## src/rtl/logic_unit_arbiter.sv

```systemverilog
// Two-requester round-robin front end for a registered logic unit.
// Each operation takes one IDLE grant, one ISSUE and one WAIT cycle, then waits in RESP until it is consumed.
module logic_unit_arbiter #(
  parameter logic [1:0] FUN_HI = 2'b01
) (
  input  logic        clk,
  input  logic        RST,
  input  logic        req0_valid,
  input  logic        req1_valid,
  output logic        req0_ready,
  output logic        req1_ready,
  input  logic [15:0] req0_a,
  input  logic [15:0] req0_b,
  input  logic [15:0] req1_a,
  input  logic [15:0] req1_b,
  input  logic [1:0]  req0_fun,
  input  logic [1:0]  req1_fun,
  output logic [15:0] lu_a,
  output logic [15:0] lu_b,
  output logic [3:0]  lu_fun,
  output logic        lu_en,
  input  logic [15:0] lu_out,
  input  logic        lu_flag,
  output logic        rsp_valid,
  input  logic        rsp_ready,
  output logic        rsp_id,
  output logic [15:0] rsp_data,
  output logic        rsp_err,
  output logic [1:0]  state_dbg
);

  typedef enum logic [1:0] {IDLE = 2'd0, ISSUE = 2'd1, WAIT = 2'd2, RESP = 2'd3} state_t;

  state_t     state;
  state_t     state_nxt;
  logic       grant;
  logic       grant_id;
  logic       last_served;
  logic [1:0] lat_fun;
  logic       lat_id;

  // Handshakes: a transfer happens on a rising edge where valid and ready are both high.
  // reqN_ready is only offered in IDLE and depends on the valids, never on the other ready.
  // rsp_valid stays high with stable payload until rsp_ready is seen.
  always_comb begin
    state_nxt  = state;
    grant      = 1'b0;
    grant_id   = 1'b0;
    req0_ready = 1'b0;
    req1_ready = 1'b0;
    case (state)
      IDLE: begin
        if (!RST && (req0_valid || req1_valid)) begin
          grant      = 1'b1;
          grant_id   = (req0_valid && req1_valid) ? ~last_served : req1_valid;
          req0_ready = ~grant_id;
          req1_ready = grant_id;
          state_nxt  = ISSUE;
        end
      end
      ISSUE:   state_nxt = WAIT;
      WAIT:    state_nxt = RESP;
      RESP:    if (rsp_ready) state_nxt = IDLE;
      default: state_nxt = IDLE;
    endcase
  end

  always_ff @(posedge clk or posedge RST) begin
    if (RST) state <= IDLE;
    else     state <= state_nxt;
  end

  // Operand registers double as the logic-unit drive, so they hold when idle.
  always_ff @(posedge clk or posedge RST) begin
    if (RST) begin
      lu_a        <= 16'h0000;
      lu_b        <= 16'h0000;
      lat_fun     <= 2'b00;
      lat_id      <= 1'b0;
      last_served <= 1'b1;
      rsp_data    <= 16'h0000;
      rsp_id      <= 1'b0;
      rsp_err     <= 1'b0;
    end else begin
      if (grant) begin
        lu_a    <= grant_id ? req1_a : req0_a;
        lu_b    <= grant_id ? req1_b : req0_b;
        lat_fun <= grant_id ? req1_fun : req0_fun;
        lat_id  <= grant_id;
      end
      if (state == WAIT) begin
        rsp_data <= lu_out;
        rsp_err  <= ~lu_flag;
        rsp_id   <= lat_id;
      end
      if (state == RESP && rsp_ready) last_served <= rsp_id;
    end
  end

  assign lu_fun    = {FUN_HI, lat_fun};
  assign lu_en     = (state == ISSUE);
  assign rsp_valid = (state == RESP);
  assign state_dbg = state;

endmodule
```

## config.mk

```make
export PLATFORM = sky130hd
export DESIGN_NAME = logic_unit_arbiter
export DESIGN_NICKNAME = d
export VERILOG_FILES = /design/src/rtl/logic_unit_arbiter.sv
export SDC_FILE = /design/constraint.sdc
export NUM_CORES = 1
export LEC_CHECK = 0
export ABC_AREA = 1
export CAP_MARGIN = 20
export CORE_MARGIN = 1.5
export CORE_UTILIZATION = 39
export DETAILED_ROUTE_END_ITERATION = 8
export GPL_TIMING_DRIVEN = 0
export PLACE_DENSITY = 0.81
export SETUP_SLACK_MARGIN = 0.15
export SLEW_MARGIN = 5
export SYNTH_ARGS = -nofsm -noshare
export SYNTH_HDL_FRONTEND = slang
export SYNTH_SLANG_ARGS = --single-unit
```

## constraint.sdc

```tcl
create_clock -name clk -period 2.05 [get_ports clk]
set_clock_uncertainty 0.05 [all_clocks]
set_input_delay 0.41 -clock clk [delete_from_list [all_inputs] [get_ports clk]]
set_output_delay 0.41 -clock clk [all_outputs]
set_load 0.02 [all_outputs]
```

==> results <==
[synth_stat cells]
| cell type | instances |
|---|---|
| buf_1 | 2 |
| dfrtp_1 | 55 |
| clkinv_1 | 1 |
| o21ai_1 | 1 |
| buf_6 | 6 |
| nand4_1 | 34 |
| conb_1 | 2 |
| buf_2 | 10 |
| or2_2 | 1 |
| buf_4 | 3 |
| nand3_2 | 10 |
| nor2_1 | 2 |
| ha_1 | 5 |
| inv_1 | 5 |
| dfstp_2 | 1 |
| nand2_1 | 93 |
| clkbuf_1 | 4 |
| o21ai_0 | 3 |
| nor2_4 | 2 |
| a31oi_1 | 1 |
| nor3_4 | 1 |
| nand2_2 | 1 |
| nand3_1 | 60 |
| a21oi_1 | 1 |
| inv_2 | 2 |
[through the flow]
step                      instances  instance area, um^2   util  TNS, ns  hold WS [ns]
after CTS                       552                 4510  0.668        0         0.360
after floorplan                 306                 2720      -        0         0.403
final                           556                 4560  0.675        0         0.339
after global routing            556                 4560  0.675        0         0.403
after global placement          533                 4290  0.635   -55.50         0.403
after detailed placement        534                 4310  0.638    -1.61         0.408
[final timing paths]
path	endpoint	slack (ns)	depth (start not counted)
setup / recovery	req1_ready	0.08	8
hold / removal	lu_b[15]	0.34	2
setup reg to reg	lu_a[12]	0.30	7
hold reg to reg	rsp_data[13]	0.43	2
max in group asynchronous	last_served	0.97	3
min in group clk	rsp_data[13]	0.43	2
[power groups by stage]
stage,sequential [W],combinational [W],clock (W)
final,0.00192,0.00356,0.000607
after global placement,0.00192,0.00330,0
after detailed placement,0.00193,0.00337,0
after floorplan,0.00253,0.00118,0
after CTS,0.00191,0.00354,0.000627
after global routing,0.00198,0.00385,0.000683
[final cells by class]
| type | count | area, um^2 | area share |
|---|---|---|---|
| repair buffers | 162 | 1590 | 0.350 |
| clock buffers | 8 | 90.1 | 0.0198 |
| plain buffers | 25 | 178 | 0.0390 |
| multi-input cells | 217 | 1160 | 0.255 |
| flip-flops and latches | 56 | 1400 | 0.308 |
| well taps | 80 | 100 | 0.0220 |
| inverters | 8 | 32.5 | 0.00714 |
[kinds of logic after synthesis]
group           synth area share
simple gates               0.376
other cells              0.00276
compound gates            0.0115
flops                      0.516
fa+ha+maj                 0.0230
buf+inv                   0.0709
[metal layers]
layer	vias up	wire length (um)	part of all wire	track usage
li1	1372	-	-	-
met1	1386	3740	0.44	0.303
met2	119	4110	0.48	0.391
met3	8	612	0.071	0.0562
met4	0	100	0.012	0.0572
met5	-	0	0	0
[critical path, cell delays in order (launching register included)]
cell     delay [ns]
dfrtp_1        0.41
inv_2          0.09
ha_4           0.13
buf_6          0.10
nand2_4        0.05
buf_6          0.12
buf_8          0.12
nor2_4         0.07
buf_6          0.12
[sequential cells by signal, summed over array words and instances, names as in the netlist]
name,cells
last_served,1
lat_fun,2
lat_id,1
lu_a,16
lu_b,16
rsp_data,16
rsp_err,1
rsp_id,1
state_dbg,2
[repair_timing]
item                                    CTS  global route
resized for setup                        30             8
setup buffers                            10             4
pin swaps                                 3             2
endpoints found under the setup margin    4            29
==> impl_metrics.yaml <==
run_status:
  status: "complete, no violations"
clocking:
  clk_pin_slew_ns: 0.10
  cts_root_buf: "clkbuf_8"
  cts-buffers-inserted: 5
  clkLatencyLatePin_ns: 0.29
  ctsLongestPathBuffers: 2
  ctsHtreeMaxLevel: 2
  cts_tree: "done"
  cts-hold-fix-buffers: 0
  cts.sinks: 56
synth:
  netlist_top_cells_area: "dfrtp_1 (51%), nand2_1 (13%), nand3_1 (11%)"
  synth_nets: 401
  ys_types: 25
  yosys_warnings: 0
  syn_area_mm2: 0.00272
  synth_top_area_share: 0.506
  syn_area_per_cell_um2: 8.88
  syn_inst: 306
  post-synth-top-area-cell: "dfrtp_1"
  seq_area_frac_synth: 0.516
  synth_seq_cells: 56
timing:
  grt_setup_unrepaired: "true"
  worst_pin_slew_ns: 0.546
  fmax_mhz: 508
  relSlewSlack: 0.636
  finalMaxSlewViolations: 0
  period_share: 0.960
  setup_viol: 0
  timing.final.hold_violations: 0
  period_minus_slack_ns: 1.97
  worst_slack_ns: 0.0823
grt:
  grt_max_degree: 34
  first_global_vias: 2810
  overflow: 0
  grt_pass1_wl_um: 13600
  antenna_found_initial: 0
  track_usage: 0.233
pwr:
  ir_worst_vdd_uv: 630
  cell_internal_pwr_w: 0.00355
  comb_power_share: 0.585
  p_per_area_mw_per_mm2: 1340
  power_w: 0.00609
  swShare: 0.417
  seqPwrFrac: 0.315
  clkPwrFrac: 0.100
  power.switching_w: 0.00254
  p_leak_nw: 2.08
placed_design:
  place.gp.congestion: 0.766
  io_buffers: 147
  dp_hpwl_um: 6260
  post-place-ws_ns: -0.747
detailed_routing:
  drtPass1Iterations: 4
  drt_wl_total_um: 8570
  via_per_inst: 5.19
  ant_nets: 0
  vias: 2885
  wl_per_cell_um: 15.4
  drtIter0Drc: 114
  drc_errors: 0
die:
  dieHeight_um: 86.5
  core-area_mm2: 0.00676
  num_rows: 30
  dieArea_mm2: 0.00748
  io_pins: 150
  initial_core_util: 0.402
  chipWidth_um: 86.5
worst_setup_path:
  r2r-start: "state_dbg[0]"
  critPathCaptureType: "primary output"
  crit_path_start: "state_dbg[0]"
  path_class: "flip-flop to primary output"
  worstSetupStartpointType: "flip-flop"
  crit_arrival_ns: 1.51
  cp.required_ns: 1.59
  path_max_fanout: 4
cells_and_area:
  syn_to_final_growth_pct: 67.8
  drive_gt1_frac: 0.145
  antenna-diode-count: 0
  final_cell_mix: "clkdlybuf4s50_1 (138), nand2_1 (92), nand3_1 (60), dfrtp_1 (55), nand4_1 (34)"
  final_common_cell: "clkdlybuf4s50_1"
  nets: 570
  fill_cells: 585
job:
  maxCapViolCount: 0
worst_hold_path:
  hold_path_class: "input pin to async pin"
No activity file was read; power rests on OpenSTA's default activity.
